$ cat config.mk
export PLATFORM = sky130hd
export DESIGN_NAME = wr_abort_responder
export DESIGN_NICKNAME = d
export VERILOG_FILES = /design/src/rtl/wr_abort_responder.sv
export SDC_FILE = /design/constraint.sdc
export NUM_CORES = 1
export LEC_CHECK = 0
export BUFFER_PORTS_ARGS = -buffer_cell sky130_fd_sc_hd__clkbuf_2
export CORE_ASPECT_RATIO = 1.5
export CORE_MARGIN = 3
export CORE_UTILIZATION = 40
export CTS_CLUSTER_SIZE = 30
export DETAILED_ROUTE_END_ITERATION = 16
export GPL_ROUTABILITY_DRIVEN = 0
export GPL_TIMING_DRIVEN = 0
export PLACE_DENSITY = 0.67
export SLEW_MARGIN = 0
export SYNTH_ARGS = -nofsm -noshare
export SYNTH_HDL_FRONTEND = slang
export SYNTH_SLANG_ARGS = --single-unit
$ cat constraint.sdc
create_clock -name clk_i -period 5.12 [get_ports clk_i]
set_input_delay 0.256 -clock clk_i [delete_from_list [all_inputs] [get_ports clk_i]]
set_output_delay 0.256 -clock clk_i [all_outputs]
set_load 0.005 [all_outputs]
$ cat src/rtl/wr_abort_responder.sv
// Write-channel isolation and SLVERR abort responder for an AXI slave port.
// In PASS it forwards traffic and tracks outstanding write IDs. On a reset
// request it fences the slave, drains W bursts and answers every tracked
// write with an SLVERR B. It then pulses reset_clear_o toward the guard.

package wr_abort_responder_pkg;

    localparam int unsigned IdWidth   = 4;
    localparam int unsigned AddrWidth = 32;
    localparam int unsigned DataWidth = 32;

    typedef logic [IdWidth-1:0] id_t;

    typedef struct packed {
        id_t                  id;
        logic [AddrWidth-1:0] addr;
        logic [7:0]           len;
    } ax_chan_t;

    typedef struct packed {
        logic [DataWidth-1:0]   data;
        logic [DataWidth/8-1:0] strb;
        logic                   last;
    } w_chan_t;

    typedef struct packed {
        id_t        id;
        logic [1:0] resp;
    } b_chan_t;

    typedef struct packed {
        id_t                  id;
        logic [DataWidth-1:0] data;
        logic [1:0]           resp;
        logic                 last;
    } r_chan_t;

    typedef struct packed {
        ax_chan_t aw;
        logic     aw_valid;
        w_chan_t  w;
        logic     w_valid;
        logic     b_ready;
        ax_chan_t ar;
        logic     ar_valid;
        logic     r_ready;
    } req_t;

    typedef struct packed {
        logic    aw_ready;
        logic    w_ready;
        b_chan_t b;
        logic    b_valid;
        logic    ar_ready;
        r_chan_t r;
        logic    r_valid;
    } rsp_t;

endpackage

module wr_abort_responder #(
    parameter int unsigned MaxWrTxns = 32,
    parameter type         id_t      = wr_abort_responder_pkg::id_t,
    parameter type         req_t     = wr_abort_responder_pkg::req_t,
    parameter type         rsp_t     = wr_abort_responder_pkg::rsp_t,
    parameter int unsigned CntWidth  = 8
) (
    input  logic                clk_i,
    input  logic                rst_i,
    input  req_t                mst_req_i,
    output rsp_t                mst_rsp_o,
    output req_t                slv_req_o,
    input  rsp_t                slv_rsp_i,
    input  logic                reset_req_i,
    output logic                reset_clear_o,
    output logic                wr_en_o,
    output logic                isolated_o,
    output logic [CntWidth-1:0] abort_cnt_o
);

    localparam int unsigned IdxWidth = (MaxWrTxns > 1) ? $clog2(MaxWrTxns) : 1;

    typedef enum logic [2:0] {
        PASS    = 3'd0,
        ABORT_W = 3'd1,
        ABORT_B = 3'd2,
        CLEAR   = 3'd3,
        WAIT    = 3'd4
    } state_e;

    state_e                 state_q, state_d;
    logic [MaxWrTxns-1:0]   tab_valid_q;
    id_t                    tab_id_q [MaxWrTxns];
    logic [CntWidth-1:0]    pend_q, pend_d;
    logic [CntWidth-1:0]    abort_cnt_q, abort_cnt_d;

    logic                   free_found, low_found, match_found;
    logic [IdxWidth-1:0]    free_idx, low_idx, match_idx;
    logic                   alloc, free_b, abort_pop;
    logic                   aw_hs, w_last_hs, b_hs;

    // Priority search over the registered table: lowest free, lowest valid, lowest B-id match.
    always_comb begin
        free_found  = 1'b0;
        free_idx    = '0;
        low_found   = 1'b0;
        low_idx     = '0;
        match_found = 1'b0;
        match_idx   = '0;
        for (int unsigned i = 0; i < MaxWrTxns; i++) begin
            if (!tab_valid_q[i] && !free_found) begin
                free_found = 1'b1;
                free_idx   = IdxWidth'(i);
            end
            if (tab_valid_q[i] && !low_found) begin
                low_found = 1'b1;
                low_idx   = IdxWidth'(i);
            end
            if (tab_valid_q[i] && (tab_id_q[i] == slv_rsp_i.b.id) && !match_found) begin
                match_found = 1'b1;
                match_idx   = IdxWidth'(i);
            end
        end
    end

    // Next state, channel muxing and table/counter update requests.
    always_comb begin
        state_d     = state_q;
        pend_d      = pend_q;
        abort_cnt_d = abort_cnt_q;
        slv_req_o   = mst_req_i;
        mst_rsp_o   = slv_rsp_i;
        wr_en_o     = 1'b0;
        alloc       = 1'b0;
        free_b      = 1'b0;
        abort_pop   = 1'b0;
        aw_hs       = 1'b0;
        w_last_hs   = 1'b0;
        b_hs        = 1'b0;

        if (state_q != PASS) begin
            slv_req_o.aw_valid = 1'b0;
            slv_req_o.w_valid  = 1'b0;
            slv_req_o.ar_valid = 1'b0;
            slv_req_o.b_ready  = 1'b0;
            slv_req_o.r_ready  = 1'b0;
            mst_rsp_o.aw_ready = 1'b0;
            mst_rsp_o.w_ready  = 1'b0;
            mst_rsp_o.b_valid  = 1'b0;
            mst_rsp_o.ar_ready = 1'b0;
            mst_rsp_o.r_valid  = 1'b0;
        end

        unique case (state_q)
            PASS: begin
                slv_req_o.aw_valid = mst_req_i.aw_valid & free_found;
                mst_rsp_o.aw_ready = slv_rsp_i.aw_ready & free_found;
                aw_hs     = mst_req_i.aw_valid & slv_rsp_i.aw_ready & free_found;
                w_last_hs = mst_req_i.w_valid & slv_rsp_i.w_ready & mst_req_i.w.last;
                b_hs      = slv_rsp_i.b_valid & mst_req_i.b_ready;
                wr_en_o   = aw_hs;
                alloc     = aw_hs;
                free_b    = b_hs & match_found;
                // A stray last beat with nothing pending is forwarded but not counted.
                if (aw_hs && !(w_last_hs && (pend_q != '0))) begin
                    if (pend_q != '1) pend_d = pend_q + CntWidth'(1);
                end else if (!aw_hs && w_last_hs && (pend_q != '0)) begin
                    pend_d = pend_q - CntWidth'(1);
                end
                if (reset_req_i) state_d = ABORT_W;
            end
            ABORT_W: begin
                mst_rsp_o.w_ready = (pend_q != '0);
                if (mst_req_i.w_valid && (pend_q != '0) && mst_req_i.w.last) begin
                    pend_d = pend_q - CntWidth'(1);
                end
                if (pend_d == '0) state_d = ABORT_B;
            end
            ABORT_B: begin
                mst_rsp_o.b_valid = low_found;
                mst_rsp_o.b.id    = tab_id_q[low_idx];
                mst_rsp_o.b.resp  = 2'b10;
                abort_pop         = low_found & mst_req_i.b_ready;
                if (abort_pop && (abort_cnt_q != '1)) begin
                    abort_cnt_d = abort_cnt_q + CntWidth'(1);
                end
                if (!low_found) state_d = CLEAR;
            end
            CLEAR: begin
                state_d = WAIT;
            end
            WAIT: begin
                if (!reset_req_i) state_d = PASS;
            end
            default: begin
                state_d = PASS;
            end
        endcase
    end

    // State register.
    always_ff @(posedge clk_i or posedge rst_i) begin
        if (rst_i) begin
            state_q <= PASS;
        end else begin
            state_q <= state_d;
        end
    end

    // Tracking table, pending-W and abort counters; allocation wins over a same-index free.
    always_ff @(posedge clk_i or posedge rst_i) begin
        if (rst_i) begin
            tab_valid_q <= '0;
            for (int unsigned i = 0; i < MaxWrTxns; i++) tab_id_q[i] <= '0;
            pend_q      <= '0;
            abort_cnt_q <= '0;
        end else begin
            pend_q      <= pend_d;
            abort_cnt_q <= abort_cnt_d;
            if (free_b)    tab_valid_q[match_idx] <= 1'b0;
            if (abort_pop) tab_valid_q[low_idx]   <= 1'b0;
            if (alloc) begin
                tab_valid_q[free_idx] <= 1'b1;
                tab_id_q[free_idx]    <= mst_req_i.aw.id;
            end
        end
    end

    assign reset_clear_o = (state_q == CLEAR);
    assign isolated_o    = (state_q != PASS);
    assign abort_cnt_o   = abort_cnt_q;

endmodule

==> reports/results.ini, run 1 <==
[grt]
grt_pass1_wl_um = 85000
antenna_found_initial = 10
overflow = 0
grt_max_degree = 105
gr-usage-all-layers = 0.329
grt_pass1_vias = 12400

[yosys]
async_flop_share = 1.00
synth_area_leaders = dfrtp_1 34%, mux2_2 12%, buf_4 9.8%, xor2_1 3.9%, mux2i_1 3.9%
synthMuxAreaShare = 0.156
ys_seq_elements = 179
ys_seq_area_frac = 0.341
synthSimpleGateAreaFrac = 0.171
synthesis.area_mm2 = 0.0131
synth_edf_count = 0
syn_inst = 1429
synth_top_area_cell = dfrtp_1
synthFlopType = dfrtp_1
synthXorXnorAreaFrac = 0.0621
synth-compound-area-share = 0.130
synthDistinctLibCells = 74
yosysTopAreaCellShare = 0.341
synth_nets = 1615
avgSynthCellArea_um2 = 9.18
yosysWarnings = 0
synth_top_family_by_area = simple AND/OR/NAND/NOR gates
synth_fa_ha_area_frac = 0.00286

[cells_and_area]
final_util = 0.483
layout.nets = 1854
syn_to_final_growth_pct = 17.9
final_common_cell = clkbuf_2
fillers = 3095
instances_no_fill = 2096
drive_gt1_frac = 0.368
final_cell_mix = 211 x clkbuf_2, 179 x dfrtp_1, 177 x buf_4, 136 x mux2_2, 91 x nor2_1

[sta]
finalSetupViolCount = 0
hold_viol_final = 0
whs_ps = 66.2
max-slew-margin-rel = 0.252
report.final.slew_viol_count = 0
max_freq_mhz = 200
min_period_ps = 5000
worst_pin_slew_ps = 1110
rsz0062_at_grt = false
fin_crit_sh = 0.976
clock_skew_ps = 18.4

[critical_path]
path_class = reg -> out
reg2regPathDepth = 11
rrSetupSlack_ps = 840
cp_max_fo = 10
critPathLaunchType = register
reg2reg_to = tab_id_q[111]
reg2reg_from = tab_valid_q[12]
crit_arrival_ps = 4740
critPathRequiredTime_ps = 4860
end_kind = primary output

[routing]
vias = 12800
wl_um = 59800
vias_per_cell = 6.10
wl_per_cell_um = 28.5
drc_errors = 0
ant_nets = 0
drt_iter0_markers = 1461
first_pass_iters = 6

[hold_path]
hold_depth = 2
worstHoldPathType = in -> reg
min_from = reset_req_i
min_to = state_q[2]

[place]
dp_hpwl_um = 48400
io_buffer_count = 211
placed_cells = 2051

[outcome]
status = completed

[power_and_ir_drop]
leakage_nw = 7.28
power_density_mw_per_mm2 = 305
internal-power_mw = 2.91
combPwrFrac = 0.367
p_switching_mw = 1.81
p_sw_frac = 0.384
ir_drop_v = 0.000232
pwr-share-seq = 0.344
clockPowerShare = 0.289

[die]
placementRows = 80
die_h_um = 228
ios = 374
dieArea_mm2 = 0.0351
fp.dieW_um = 154
initial_core_util = 0.410
fp.coreArea_mm2 = 0.0320

[clock_network]
htree_levels = 4
cts_sinks = 179
cts.clk_slew.worst_paths_ps = 80
cts_root_buffer = clkbuf_16
cts_made_buffers = 17
clk_latency_ps = 470
cts_tree = yes
clockBufferDepth = 2

[job]
cap_viol_max_count = 0

cells by family after synthesis:
family | Yosys count
compound gates | 259
xor+xnor | 93
fa+ha+maj | 3
buf+inv | 288
flops | 179
mux | 187
simple gates | 420
metrics by stage:
stage               instance area, um2  setup TNS [ps]  power, mW  setup slack (ps)
floorplan                        13100               0       2.65              5.39
global placement                 14700         -349780       3.20             -1970
detailed placement               14700               0       3.22              66.1
CTS                              15400               0       4.61              20.0
global route                     15500               0       4.87              17.4
finish                           15500               0       4.73               122
synth_stat cells (21+ instances only):
cell,count
dfrtp_1,179
xnor2_1,34
o21ai_0,81
mux2i_1,51
nand2_1,87
nor4_1,33
nor3_1,36
inv_1,43
nand4_1,21
mux2_2,136
nand3_1,31
a21oi_1,34
nor2_1,91
xor2_1,59
buf_2,25
buf_4,172
clkbuf_1,38
o22ai_1,23
registers in the layout, indices dropped and copies added (netlist names):
| register | count |
|---|---|
| tab_id_q | 128 |
| pend_q | 8 |
| abort_cnt_o | 8 |
| tab_valid_q | 32 |
| state_q | 3 |
layout make-up:
type / count / area (um2) / share of cell area
Inverter: 44 / 173 / 0.0112
Multi-Input combinational cell: 962 / 6890 / 0.445
Timing Repair Buffer: 220 / 1170 / 0.0757
Buffer: 244 / 1630 / 0.106
Tap cell: 410 / 513 / 0.0332
Clock inverter: 14 / 158 / 0.0102
Clock buffer: 18 / 439 / 0.0284
Antenna cell: 5 / 12.5 / 0.000809
Sequential cell: 179 / 4480 / 0.290
critical path: stages (launching register included):
cell and delay (ps):
dfrtp_1 360, clkbuf_1 270, nor4_1 440, nand4_1 330, nor3_2 320, nand2_1 300, o211ai_4 300, buf_12 150
buf_4 270, buf_6 250, mux2i_1 130, a211oi_2 420, nor3_1 130, a31oi_1 390, clkbuf_2 190
layer usage:
metal	wire length [um]	GRT usage	vias to the layer above
met5	8	0	-
met4	5150	0.226	2
met3	6010	0.0861	268
met2	29100	0.570	941
met1	19600	0.347	6130
li1	-	-	5443
how the worst max path moves through the flow:
stage / endpoint / start / depth (start not counted)
floorplan: abort_cnt_o[0] / rst_i / 1
global placement: tab_id_q[111] / rst_i / 2
detailed placement: mst_rsp_o[45] / tab_valid_q[0] / 13
CTS: mst_rsp_o[45] / tab_valid_q[4] / 12
global route: mst_rsp_o[46] / tab_valid_q[12] / 14
finish: mst_rsp_o[45] / tab_valid_q[12] / 14
power by group through the flow:
stage / clock, mW / combinational (mW) / sequential [mW]
2_1_floorplan: 0 / 1.04 / 1.61
3_3_place_gp: 0 / 1.55 / 1.64
3_5_place_dp: 0 / 1.58 / 1.65
4_1_cts: 1.37 / 1.62 / 1.62
5_1_grt: 1.43 / 1.81 / 1.64
6_report: 1.37 / 1.73 / 1.63
what timing repair did:
action | 4_1_cts | 5_1_grt
gates resized for setup | 3 | 6
endpoints found under the hold margin | 75 | 0
hold buffers | 1 | 0
pin swaps | 1 | 2
setup endpoints to repair | 4 | 4
buffers inserted | 2 | 5
Power figures use the tool's default switching activity.
==> run 2, diff against run 1 <==
PLACE_DENSITY = default   (was 0.67)
clock period = 5.7 ns   (was 5.12 ns; I/O delays follow)
==> run 2 against run 1 <==
Utilization down 0.50 points. Global-route usage fell by 2.9 points. Critical path depth fell by 2. First-iteration DRC count shrank 4.4%. Routed wire length shrank 8.2%. Die area is the same. Critical endpoint unchanged. Worst setup slack better by 27 ps. Clock power decreased by 12%.
==> reports/results.ini, run 2 (synthesis results as in run 1) <==
[outcome]
status = completed

[job]
cap_viol_max_count = 0

[critical_path]
reg2regPathDepth = 12
crit_arrival_ps = 5270
critPathLaunchType = register
end_kind = primary output
reg2reg_to = tab_valid_q[3]
cp_slowest_cell = o211ai_2
path_cells = buf_2 -> nor4_1 -> nand4_1 -> nor3_2 -> nand2_1 -> o211ai_2 -> buf_2 -> mux2i_1 -> o21ai_0 -> a221oi_1 -> a31oi_1 -> clkbuf_2
path_class = reg -> out
crit_path_max_incr_delay_ps = 780
cp-endpoint = mst_rsp_o[45]
critPathRequiredTime_ps = 5410
path_common_cell = buf_2
reg2reg_from = tab_valid_q[2]
startpoint = tab_valid_q[2]
rrSetupSlack_ps = 1120
cp_max_fo = 10

[sta]
finalSetupViolCount = 0
clock_skew_ps = 16.3
max-slew-margin-rel = 0.231
report.final.slew_viol_count = 0
whs_ps = 84.3
fin_crit_sh = 0.974
min_period_ps = 5550
worst_pin_slew_ps = 1140
max_freq_mhz = 180
rsz0062_at_grt = false
finalSetupTns_ps = 0
hold_viol_final = 0

[cells_and_area]
regArea_mm2 = 0.00448
syn_to_final_growth_pct = 16.7
max_flop_register = tab_id_q
final_util = 0.478
fillers = 3095
n_antenna_cell = 0
reg_top3 = tab_id_q: 128 flops, tab_valid_q: 32 flops
largest_reg_flops = 128
layout.nets = 1847
final_common_cell = clkbuf_2
multi_input_area_mm2 = 0.00685
drive_gt1_frac = 0.362
final_cell_mix = 211 x clkbuf_2, 179 x dfrtp_1, 172 x buf_4, 136 x mux2_2, 91 x nor2_1

[routing]
drt_iter0_markers = 1397
vias_per_cell = 5.93
drc_errors = 0
wl_um = 54900
vias = 12300
first_pass_iters = 5
ant_nets = 0
wl_per_cell_um = 26.4

[die]
die_h_um = 228
ios = 374
placementRows = 80
fp.dieW_um = 154
fp.coreArea_mm2 = 0.0320
dieArea_mm2 = 0.0351
initial_core_util = 0.410

[power_and_ir_drop]
power.total_mw = 4.10
ir_drop_v = 0.000213
leakage_nw = 7.21
power_density_mw_per_mm2 = 268

[clock_network]
cts_made_buffers = 17
cts_root_buffer = clkbuf_16
htree_levels = 4
cts_tree = yes
clockBufferDepth = 2
clk_latency_ps = 470
cts.clk_slew.worst_paths_ps = 70
cts_sinks = 179

[grt]
grt_pass1_wl_um = 78700
grt_max_degree = 106
gr-usage-all-layers = 0.300
overflow = 0
grt_pass1_vias = 12000
antenna_found_initial = 1

[hold_path]
worstHoldPathType = in -> reg

[place]
io_buffer_count = 211
dp_hpwl_um = 43900

[run 2: metal layers]
| layer | vias to the layer above | routed length (um) | GRT usage | part of all wire |
|---|---|---|---|---|
| met5 | - | 0 | 0 | 0 |
| met4 | 0 | 3900 | 0.175 | 0.071 |
| met3 | 198 | 4480 | 0.0556 | 0.082 |
| met2 | 819 | 26400 | 0.504 | 0.48 |
| met1 | 5903 | 20100 | 0.356 | 0.37 |
| li1 | 5424 | - | - | - |
[run 2: worst max-delay path, delay by kind of cell (launching register included)]
family	cells	cell delay (ps)
muxes	1	130
AOI/OAI and AO/OA	4	1770
and+or+nand+nor	4	1690
buffers and inverters	3	850
DFF	1	360
[run 2: area by class of cell]
class                      count  area share
clock inverter                14     0.00948
multi-input combinational    962       0.447
tap                          410      0.0335
sequential                   179       0.293
inverter                      44      0.0113
buffer                       244       0.107
timing repair buffer         213      0.0714
clock buffer                  17      0.0278
[run 2: timing repair]
item | 4_1_cts | 5_1_grt
hold buffers | 1 | 0
resized for setup | 0 | 1
endpoints found under the hold margin | 48 | 0
setup endpoints to repair | 0 | 1
buffers inserted | 0 | 0
[run 2: stage by stage]
step                cell area (um2)  worst slack (ps)  instances
global placement              14700             -1590       2050
finish                        15300               149       2083
global route                  15300              16.9       2083
detailed placement            14700               842       2051
CTS                           15300               354       2083
floorplan                     13100               556       1429
[run 2: how the worst min path moves through the flow]
stage                                end  cells after the start  slack (ps)           start
after floorplan            tab_id_q[111]                      1         440  mst_req_i[129]
after global placement    abort_cnt_o[4]                      1         490  abort_cnt_o[4]
after detailed placement    tab_id_q[16]                      2         480           rst_i
after CTS                     state_q[2]                      2          80     reset_req_i
after global routing          state_q[2]                      2          90     reset_req_i
final                         state_q[2]                      2          80     reset_req_i
[run 2: where the power goes]
group          leakage, nW  total, mW  switching (mW)  internal, mW
sequential            2.40       1.45          0.0953          1.36
combinational         4.53       1.44           0.877         0.568
clock                0.276       1.20           0.582         0.615
total                 7.21       4.10            1.55          2.54
